===== src/rtl/fetch_redirect_ctrl.sv =====
// Fetch PC sequencer and IF/ID register: redirects on taken branches/jumps,
// kills the wrong-path fetch, honours stalls and counts redirects.
module fetch_redirect_ctrl #(
    parameter logic [31:0] RESET_PC  = 32'h0000_0000,
    parameter logic [31:0] NOP_INSTR = 32'h0000_0013,
    parameter int          CNT_W     = 16
) (
    input  logic             clk,
    input  logic             rst_n,
    input  logic             ex_valid,
    input  logic             br_taken,
    input  logic             is_jump,
    input  logic [31:0]      ex_target,
    input  logic             stall,
    output logic [31:0]      imem_addr,
    input  logic [31:0]      imem_rdata,
    output logic [31:0]      if_pc,
    output logic [31:0]      if_instr,
    output logic             if_valid,
    output logic             flush,
    output logic [CNT_W-1:0] redirect_cnt
);

    typedef enum logic {BOOT = 1'b0, RUN = 1'b1} state_t;

    state_t      state, state_nxt;
    logic        redirect;
    logic [31:0] pc_p0, pc_nxt;
    logic [31:0] if_pc_nxt, if_instr_nxt;
    logic        if_valid_nxt;

    function automatic logic [CNT_W-1:0] sat_inc(input logic [CNT_W-1:0] v);
        return (&v) ? v : v + CNT_W'(1);
    endfunction

    assign redirect  = ex_valid & (br_taken | is_jump);
    assign flush     = redirect;
    assign imem_addr = pc_p0;

    always_ff @(posedge clk or negedge rst_n) begin
        if (!rst_n) state <= BOOT;
        else        state <= state_nxt;
    end

    always_comb begin
        state_nxt = state;
        case (state)
            BOOT:    state_nxt = RUN;
            RUN:     state_nxt = RUN;
            default: state_nxt = BOOT;
        endcase
    end

    // BOOT holds everything; RUN applies redirect > stall > sequential advance.
    always_comb begin
        pc_nxt       = pc_p0;
        if_pc_nxt    = if_pc;
        if_instr_nxt = if_instr;
        if_valid_nxt = if_valid;
        if (state == RUN) begin
            if (redirect) begin
                pc_nxt       = {ex_target[31:2], 2'b00};
                if_pc_nxt    = pc_p0;
                if_instr_nxt = NOP_INSTR;
                if_valid_nxt = 1'b0;
            end else if (!stall) begin
                pc_nxt       = pc_p0 + 32'd4;
                if_pc_nxt    = pc_p0;
                if_instr_nxt = imem_rdata;
                if_valid_nxt = 1'b1;
            end
        end
    end

    // IF stage PC and IF/ID boundary
    always_ff @(posedge clk or negedge rst_n) begin
        if (!rst_n) begin
            pc_p0    <= RESET_PC;
            if_pc    <= 32'h0;
            if_instr <= NOP_INSTR;
            if_valid <= 1'b0;
        end else begin
            pc_p0    <= pc_nxt;
            if_pc    <= if_pc_nxt;
            if_instr <= if_instr_nxt;
            if_valid <= if_valid_nxt;
        end
    end

    always_ff @(posedge clk or negedge rst_n) begin
        if (!rst_n)        redirect_cnt <= '0;
        else if (redirect) redirect_cnt <= sat_inc(redirect_cnt);
    end

endmodule


===== config.mk =====
export PLATFORM = sky130hd
export DESIGN_NAME = fetch_redirect_ctrl
export DESIGN_NICKNAME = d
export VERILOG_FILES = /design/src/rtl/fetch_redirect_ctrl.sv
export SDC_FILE = /design/constraint.sdc
export NUM_CORES = 1
export LEC_CHECK = 0
export BUFFER_PORTS_ARGS = -buffer_cell sky130_fd_sc_hd__buf_2
export CAP_MARGIN = 30
export CORE_MARGIN = 5
export CORE_UTILIZATION = 52
export CTS_BUF_LIST = sky130_fd_sc_hd__clkbuf_8 sky130_fd_sc_hd__clkbuf_16
export DETAILED_ROUTE_END_ITERATION = 10
export HOLD_SLACK_MARGIN = 0.08
export PLACE_DENSITY = 0.87
export SYNTH_ARGS = -nofsm -noshare
export SYNTH_HDL_FRONTEND = slang
export SYNTH_SLANG_ARGS = --single-unit
export TNS_END_PERCENT = 30

===== constraint.sdc =====
create_clock -name clk -period 4 [get_ports clk]
set_input_delay 0.4 -clock clk [delete_from_list [all_inputs] [get_ports clk]]
set_output_delay 0.4 -clock clk [all_outputs]
set_load 0.05 [all_outputs]

==> out/qor.txt, run 1 <==
Max Fclk: 425 MHz
Main combinational cell family by area after synthesis: simple AND/OR/NAND/NOR gates
Count of input and output buffers: 177
WL met2: 7240 µm
Postcts setup bufs: 0
Final instance area: 6540 µm²
Finish-stage setup viols: 0
Synth-to-Final Area Change: 21.8%
# DRC: 0
Max Slew Vio Count: 0
Io pins: 184
Dpl hpwl: 10600 µm
Post-synthesis mux area share: 0.00769
Synth Flop Type: dfrtp_1
Layout cells sized above 1: 0.280
First-pass GRT wire length: 25300 µm
HP Class: in -> reg
Crit-path max FO: 66
Antenna violations before repair: 0
Ant diodes: 0
Largest stage delay on the critical path: 0.88 ns
Worst setup EP type: flop
Post-layout power: 3.64 mW
Layout fillers: 853
Initial core utilization: 0.527
Die ar.: 12500 µm²
Metal-1 WL: 6430 µm
CTS H-Tree Depth: 3
Via Count: 5131
Period utilization: 0.588
Simple-gate area share of the yosys netlist: 0.278
Status: complete, no violations
Grt ovf: 0
Placed Area: 6310 µm²
Hold Crit Depth: 3
Leading cell type in the layout, fill and taps excluded: buf_2
Pin count of the biggest net entering global routing: 75
R2R cell count: 4
FF/Latch Area: 2760 µm²
Clock Path Buffers: 2
Final wirelength: 15100 µm
Synthesized-area fraction occupied by adder cells: 0.00466
FP Rows: 37
First-pass iteration count of the detailed router: 5
Seq cells post-synth: 110
Core area: 10200 µm²
Post-layout min period: 2.35 ns
Layout Utilization: 0.642
Hold_buf cts: 1
Cells after Synth: 604
Max-Cap Viols: 0
Post-synthesis xor/xnor area fraction: 0.0196
Worst Path Required: 4.27 ns
Number of global-route vias before repair: 5189
Initial DRC Count: 397
Skew-Pair Late Insertion Delay: 0.38 ns
Worst r2r dst: imem_addr[10]
Pint: 1.99 mW
Post-CTS Resized: 0
Post-synth ARST share: 1.00
Post-Syn Area per Cell: 8.89 µm²
Chip width: 112 µm
Antenna Nets Post-Route: 0
Placed cells: 882
Finished Layout Cells: 899
Post-synthesis cell type count: 60
IR drop worst, VDD: 0.666 mV
Max transition margin: 0.463
Power share of the clock group: 0.203
Root Driver: clkbuf_8
Nets: 830
RSZ-0062 raised after global routing: false
Post-Route Setup TNS: 0 ns
Die Span Y: 112 µm
Most frequent cells in the layout: buf_2, nand2_1, dfrtp_1, nand3_1, o21ai_0
GRT Util Overall: 0.244
CTS tree: built
Post-synth EDFFs: 0
Worst reg2reg startpoint: state
Clk sinks: 110
Slowest-stage cell, CP: dfrtp_1
WL met3: 1050 µm
Hold path endpoint: if_instr[18]
Hold path start: imem_rdata[18]
TritonCTS buffer count: 9
Multi-input logic area: 2410 µm²
Worst-path clk slew: 0.11 ns
DR WL/cell: 16.8 µm
WP data arrival: 2.62 ns
Final hold vios: 0
Mapped Area: 5370 µm²
Pleak: 3.31 nW
Critical-path cell list: a21boi_4 -> buf_12 -> o21ai_0 -> o21a_1
Synth Area in Compound Gates: 0.130
Sequential power share: 0.419
Sw frac: 0.453
Clk_skew: 0.0106 ns
R2r setup slk: 1.65 ns
Final GP Congestion: 0.910
Via density per instance: 5.71
P_sw: 1.65 mW
Synth Warn #: 0
Worst slew pin tran: 0.805 ns
Post-synthesis sequential area ratio: 0.514
Startpoint type of the worst setup path: flop
Uppermost layer routed: met4
Setup CP Type: reg -> reg
Pwr/cell area: 556 nW/µm²
Combinational Power Share: 0.378
-- registers in the layout, summed over array words and instances (netlist names) --
signal and flops:
if_valid 1, state 1, redirect_cnt 16, if_instr 32
if_pc 30, imem_addr 30
-- metrics by stage --
stage | worst slack, ns | hold WS (ns)
global placement | 1.67 | 0.442
CTS | 1.66 | 0.224
global route | 1.46 | 0.238
detailed placement | 1.62 | 0.451
finish | 1.65 | 0.240
floorplan | 1.82 | 0.104
-- per-layer routing --
metal  vias to the layer above  GRT usage
met5                         -          0
met4                         0      0.108
met3                        35     0.0511
met2                       211      0.395
met1                      2473      0.317
li1                       2412          -
-- cells in the mapped netlist, drive strengths merged (4+ instances only) --
library cell | number | area share
a31oi | 4 | 0.0047
nand4 | 15 | 0.017
nand3 | 57 | 0.054
o21ai | 28 | 0.027
inv | 5 | 0.0035
o211ai | 11 | 0.015
dfrtp | 107 | 0.50
and4 | 11 | 0.018
nor2 | 21 | 0.015
clkbuf | 30 | 0.023
buf | 16 | 0.019
nor3 | 5 | 0.0047
nand2 | 174 | 0.12
nand3b | 9 | 0.013
and3 | 12 | 0.014
a211oi | 4 | 0.0056
a21oi | 22 | 0.021
xnor2 | 12 | 0.020
a311oi | 9 | 0.015
-- kinds of logic (layout without fill, tap and decap cells) --
kind of cell / after synthesis / after routing
XOR/XNOR: 12 / 12
other: 2 / 5
multiplexers: 4 / 4
AO/OA/AOI/OAI: 105 / 105
buffers and inverters: 51 / 207
AND/OR/NAND/NOR: 318 / 318
flip-flops: 110 / 110
adder cells (fa/ha/maj): 2 / 2
-- worst max-delay path by stage --
stage	from	to	depth (start not counted)
6_report	state	imem_addr[10]	4
5_1_grt	state	imem_addr[15]	4
4_1_cts	state	imem_addr[15]	4
3_5_place_dp	is_jump	imem_addr[25]	7
3_3_place_gp	imem_addr[2]	imem_addr[24]	5
2_1_floorplan	imem_addr[2]	imem_addr[18]	6
-- power groups by stage --
stage	registers, mW	clock network [mW]	logic [mW]
after floorplan	2.15	0	0.398
after global placement	1.52	0	1.35
after detailed placement	1.54	0	1.38
after CTS	1.52	0.761	1.38
after global routing	1.56	0.802	1.47
final	1.52	0.739	1.37
-- final cells by class --
cell class                 instances  area share
inverter                           5     0.00287
timing repair buffer             186       0.148
clock buffer                       9      0.0189
sequential                       110       0.421
clock inverter                     7      0.0147
multi-input combinational        446       0.368
tap                              136      0.0260
-- critical path: cells and delay by family (launching register included) --
family	cells	cell delay, ns
compound gates	3	0.96
flops	1	0.88
buf+inv	1	0.34
(Power assumes the default switching activity.)
==> run 2: changes to the inputs <==
--- a/config.mk
+++ b/config.mk
@@ -8,11 +8,11 @@
 export BUFFER_PORTS_ARGS = -buffer_cell sky130_fd_sc_hd__buf_2
 export CAP_MARGIN = 30
 export CORE_MARGIN = 5
-export CORE_UTILIZATION = 52
+export CORE_UTILIZATION = 51
 export CTS_BUF_LIST = sky130_fd_sc_hd__clkbuf_8 sky130_fd_sc_hd__clkbuf_16
 export DETAILED_ROUTE_END_ITERATION = 10
 export HOLD_SLACK_MARGIN = 0.08
-export PLACE_DENSITY = 0.87
+export PLACE_DENSITY = 0.86
 export SYNTH_ARGS = -nofsm -noshare
 export SYNTH_HDL_FRONTEND = slang
 export SYNTH_SLANG_ARGS = --single-unit
==> constraint.sdc (replaced) <==
create_clock -name clk -period 2.4 [get_ports clk]
set_input_delay 0.24 -clock clk [delete_from_list [all_inputs] [get_ports clk]]
set_output_delay 0.24 -clock clk [all_outputs]
set_load 0.05 [all_outputs]
==> out/qor.txt, run 2 (synthesis gave the netlist of run 1 again) <==
CP dominant cell by count: and4_1
Pwr/cell area: 898 nW/µm²
Root Driver: clkbuf_8
First-pass iteration count of the detailed router: 5
IR drop worst, VDD: 0.880 mV
GRT Util Overall: 0.240
Final hold vios: 0
Final GP Congestion: 0.882
Layout Utilization: 0.649
Antenna Nets Post-Route: 0
Post-layout power: 5.99 mW
Io pins: 184
Worst Path Required: 2.65 ns
Pleak: 3.36 nW
Clk_skew: 0.0122 ns
Largest stage delay on the critical path: 0.51 ns
Post-layout min period: 1.96 ns
Core area: 10300 µm²
Crit-path max FO: 10
Nets: 844
TritonCTS buffer count: 9
CTS H-Tree Depth: 3
Die ar.: 12700 µm²
Leading cell type in the layout, fill and taps excluded: buf_2
Die Span Y: 113 µm
WP data arrival: 2.21 ns
Grt ovf: 0
Count of input and output buffers: 177
RSZ-0062 raised after global routing: false
Clk sinks: 110
Max transition margin: 0.540
CP top delay family: simple AND/OR/NAND/NOR gates
Clock Path Buffers: 2
Initial DRC Count: 399
Initial core utilization: 0.522
Via density per instance: 5.71
Antenna violations before repair: 2
Skew-Pair Late Insertion Delay: 0.37 ns
Layout cells sized above 1: 0.286
WP buf/inv: 0
Chip width: 113 µm
Critical-path cell list: and4_1 -> and4_1 -> nand2_1 -> o311ai_0
Post-CTS Resized: 0
Post-Route Setup TNS: 0 ns
Pin count of the biggest net entering global routing: 90
Max FFs per register: 32
FP Rows: 37
CTS tree: built
Period utilization: 0.817
Max-Cap Viols: 0
DR WL/cell: 16.7 µm
Worst setup EP type: flop
Number of global-route vias before repair: 5026
Dpl hpwl: 11000 µm
HP Class: in -> reg
Slowest-stage cell, CP: dfrtp_1
Status: complete, no violations
Via Count: 5228
Max Fclk: 510 MHz
Most flop-heavy register: if_instr
Setup CP Type: reg -> reg
# DRC: 0
Startpoint type of the worst setup path: flop
Synth-to-Final Area Change: 24.2%
Finish-stage setup viols: 0
First-pass GRT wire length: 25300 µm
Max Slew Vio Count: 0
Worst-path clk slew: 0.10 ns
Most frequent cells in the layout: buf_2, nand2_1, dfrtp_1, nand3_1, o21ai_0
Worst slew pin tran: 0.689 ns
Final wirelength: 15300 µm
Layout fillers: 887
## run 2: cell type report
cell class                      count  area [µm²]  area share
Multi-Input combinational cell    446        2410       0.361
Tap cell                          136         170      0.0255
Clock inverter                      7        72.6      0.0109
Antenna cell                        2        5.00    0.000750
Timing Repair Buffer              200        1120       0.167
Sequential cell                   110        2760       0.413
Inverter                            5        18.8     0.00281
Clock buffer                        9         124      0.0186
## run 2: where the power goes
group	switching, mW	internal [mW]	total (mW)
logic	1.76	0.576	2.33
registers	0.365	2.17	2.53
clock network	0.638	0.485	1.12
## run 2: timing repair
item / 4_1_cts / 5_1_grt
hold buffers: 7 / 0
hold endpoints to repair: 54 / 0
buffers inserted: 0 / 0
## run 2: routing by layer
| layer | GRT usage | part of all wire | wire, µm | vias up |
|---|---|---|---|---|
| met2 | 0.380 | 0.48 | 7390 | 240 |
| met3 | 0.0447 | 0.074 | 1130 | 24 |
| met1 | 0.330 | 0.42 | 6480 | 2513 |
| met4 | 0.0889 | 0.020 | 300 | 0 |
| li1 | - | - | - | 2451 |
| met5 | 0 | 0 | 0 | - |
## run 2: through the flow
| stage | instance area (µm²) | hold slack, ns | setup slack, ns | std cells |
|---|---|---|---|---|
| after floorplan | 5380 | -0.0556 | 0.220 | 607 |
| after global placement | 6400 | 0.322 | 0.524 | 890 |
| after detailed placement | 6400 | 0.325 | 0.479 | 890 |
| after CTS | 6660 | 0.0804 | 0.451 | 913 |
| after global routing | 6670 | 0.0833 | 0.280 | 915 |
| final | 6670 | 0.0965 | 0.439 | 915 |
## run 2: worst paths after layout
kind | startpoint | slack (ns) | depth (start not counted) | end
max in group asynchronous | rst_n | 1.26 | 3 | if_instr[29]
setup / recovery | imem_addr[4] | 0.44 | 4 | imem_addr[29]
hold / removal | imem_rdata[30] | 0.1 | 3 | if_instr[30]
hold reg to reg | if_instr[1] | 0.47 | 2 | if_instr[1]
setup reg to reg | imem_addr[4] | 0.44 | 4 | imem_addr[29]
min in group asynchronous | rst_n | 0.46 | 2 | if_instr[8]
## run 2: tightest hold or removal path, cell delays in order
cell and delay [ns]:
buf_2 0.07, nand3_1 0.05, nand2_1 0.06
==> run 3: changes to the inputs <==
--- a/config.mk
+++ b/config.mk
@@ -5,14 +5,15 @@
 export SDC_FILE = /design/constraint.sdc
 export NUM_CORES = 1
 export LEC_CHECK = 0
+export ABC_AREA = 1
 export BUFFER_PORTS_ARGS = -buffer_cell sky130_fd_sc_hd__buf_2
 export CAP_MARGIN = 30
 export CORE_MARGIN = 5
-export CORE_UTILIZATION = 51
+export CORE_UTILIZATION = 46
 export CTS_BUF_LIST = sky130_fd_sc_hd__clkbuf_8 sky130_fd_sc_hd__clkbuf_16
 export DETAILED_ROUTE_END_ITERATION = 10
 export HOLD_SLACK_MARGIN = 0.08
-export PLACE_DENSITY = 0.86
+export PLACE_DENSITY = 0.82
 export SYNTH_ARGS = -nofsm -noshare
 export SYNTH_HDL_FRONTEND = slang
 export SYNTH_SLANG_ARGS = --single-unit
==> constraint.sdc (replaced) <==
create_clock -name clk -period 1.8 [get_ports clk]
set_input_delay 0.18 -clock clk [delete_from_list [all_inputs] [get_ports clk]]
set_output_delay 0.18 -clock clk [all_outputs]
set_load 0.05 [all_outputs]
==> out/qor.txt, run 3 <==
Via Count: 5344
DR WL/cell: 15.1 µm
HP Class: in -> reg
Cells after Synth: 695
Fin worst setup slack: 0.159 ns
Worst-path clk slew: 0.07 ns
Max FFs per register: 32
Post-synth ARST share: 1.00
Root Driver: clkbuf_16
Seq cells post-synth: 110
Die Span Y: 119 µm
Most flop-heavy register: if_instr
Pin count of the biggest net entering global routing: 105
Synth area leaders: dfrtp_1, nand2_1, a22o_1
GRT Util Overall: 0.223
Post-layout min period: 1.64 ns
Clk sinks: 110
Die ar.: 14300 µm²
# DRC: 0
Place WS: 0.131 ns
Skew-Pair Late Insertion Delay: 0.35 ns
CP endpoint: imem_addr[22]
Critical path launch point: imem_addr[3]
Initial DRC Count: 470
Layout fillers: 1040
Placed cells: 1004
Worst reg2reg startpoint: imem_addr[3]
Post-synthesis cell type count: 37
Grt ovf: 0
RSZ-0062 raised after global routing: false
Initial core utilization: 0.464
Most frequent cells in the layout: nand2_1, buf_2, dfrtp_1, nor2_1, nand3_1
Pwr/cell area: 1210 nW/µm²
Clock Path Buffers: 2
Number of global-route vias before repair: 5085
Layout cells sized above 1: 0.261
First-pass iteration count of the detailed router: 5
IR drop worst, VDD: 0.585 mV
Post-synthesis sequential area ratio: 0.501
Worst Path Required: 2.05 ns
Worst Hold Slack: 0.0852 ns
FP Rows: 40
CTS H-Tree Depth: 3
Leading cell type in the layout, fill and taps excluded: nand2_1
Count of input and output buffers: 177
Synth top cells by count: nand2_1, dfrtp_1, nor2_1, nand3_1, o21ai_0
Share of the synthesized area in the top cell type: 0.486
R2r setup slk: 0.16 ns
Final GP Congestion: 0.931
Period utilization: 0.912
Io pins: 184
Post-synth EDFFs: 0
WP data arrival: 1.89 ns
R2R cell count: 10
Nets: 975
Cell with the most instances after synthesis: nand2_1
Chip width: 119 µm
Final wirelength: 16000 µm
Pleak: 3.80 nW
Worst setup EP type: flop
Antenna violations before repair: 0
Final hold vios: 0
Worst r2r dst: imem_addr[22]
Hold Crit Depth: 3
Max Fclk: 609 MHz
CTS tree: built
Mapped Area: 5510 µm²
Finish-stage setup viols: 0
Post-Syn Area per Cell: 7.92 µm²
Crit-path max FO: 8
Startpoint type of the worst setup path: flop
Max-Cap Viols: 0
Via density per instance: 5.07
Ant diodes: 0
Setup CP Type: reg -> reg
Postcts setup bufs: 0
TritonCTS buffer count: 9
Synth Warn #: 0
Synth area leader: dfrtp_1
Dpl hpwl: 11200 µm
Core area: 11900 µm²
Synth Flop Type: dfrtp_1
Finished Layout Cells: 1055
Max Slew Vio Count: 0
First-pass GRT wire length: 25500 µm
Synth-to-Final Area Change: 30.9%
Status: complete, no violations
Antenna Nets Post-Route: 0
Clk_skew: 0.00520 ns
run 3: cell count changes after synthesis, sizes merged, moves of 8 or more:
| cell | previous run | this run |
|---|---|---|
| nor2 | 21 | 64 |
| xnor2 | 12 | 4 |
| clkbuf | 30 | 10 |
| nand4 | 15 | 4 |
| a21oi | 22 | 10 |
| and4 | 11 | 0 |
| a311oi | 9 | 0 |
| nand2 | 174 | 266 |
| nand3 | 57 | 48 |
| o211ai | 11 | 0 |
| o21ai | 28 | 51 |
| a22o | 0 | 29 |
| inv | 5 | 47 |
| and3 | 12 | 0 |
run 3: worst min path at each step:
stage | start | to | slack, ns
after floorplan | rst_n | if_instr[10] | -0.12
after global routing | ex_target[3] | imem_addr[3] | 0.1
final | ex_target[3] | imem_addr[3] | 0.09
after global placement | rst_n | if_pc[25] | 0.14
after detailed placement | rst_n | if_pc[25] | 0.14
after CTS | ex_target[3] | imem_addr[3] | 0.08
run 3: through the flow:
step	cell area, µm²	utilization	setup TNS (ns)	power, mW
6_report	7210	0.608	0	8.70
3_5_place_dp	6570	0.554	0	6.80
2_1_floorplan	5520	-	-0.0509	5.84
3_3_place_gp	6570	0.554	0	6.74
5_1_grt	7210	0.608	0	9.18
4_1_cts	7190	0.606	0	8.76
run 3: worst max-delay path: stages, from the launching register on:
cell and delay (ns):
dfrtp_2 0.41, ha_1 0.17, nand2_1 0.10, nor2_4 0.18, nand2_4 0.12, nor2_4 0.20, nand2_1 0.09, nand2_1 0.07
nand3_1 0.07, nand2_1 0.07, nand2_1 0.05
run 3: kinds of logic (layout without fill, tap and decap cells):
kind of cell,after synthesis,after routing,synth area share
simple gates,395,395,0.302
buf+inv,78,288,0.0629
compound gates,99,99,0.115
flops,110,110,0.501
fa+ha+maj,2,2,0.00454
other cells,2,5,0.00136
xor+xnor,9,9,0.0143
run 3: per-layer routing:
layer,share of wire,global-route usage,vias to the layer above
met5,0,0,-
met4,0.018,0.0744,0
met3,0.072,0.0451,21
met2,0.48,0.371,199
met1,0.43,0.292,2471
li1,-,-,2653
run 3: where the power goes:
| part | switching (mW) | internal [mW] |
|---|---|---|
| Combinational | 2.60 | 0.853 |
| Sequential | 0.439 | 2.92 |
| Clock | 0.904 | 0.972 |
run 3: repair_timing:
action,CTS,global route
hold buffers,35,0
hold endpoints to repair,62,0
gates resized for setup,0,4
endpoints found under the setup margin,0,7
run 3: layout make-up:
cell class	count	area, µm²	share of cell area
sequential	110	2760	0.383
clock buffer	10	239	0.0331
inverter	47	179	0.0248
multi-input combinational	510	2430	0.338
tap	147	184	0.0255
clock inverter	6	37.5	0.00521
timing repair buffer	225	1370	0.191
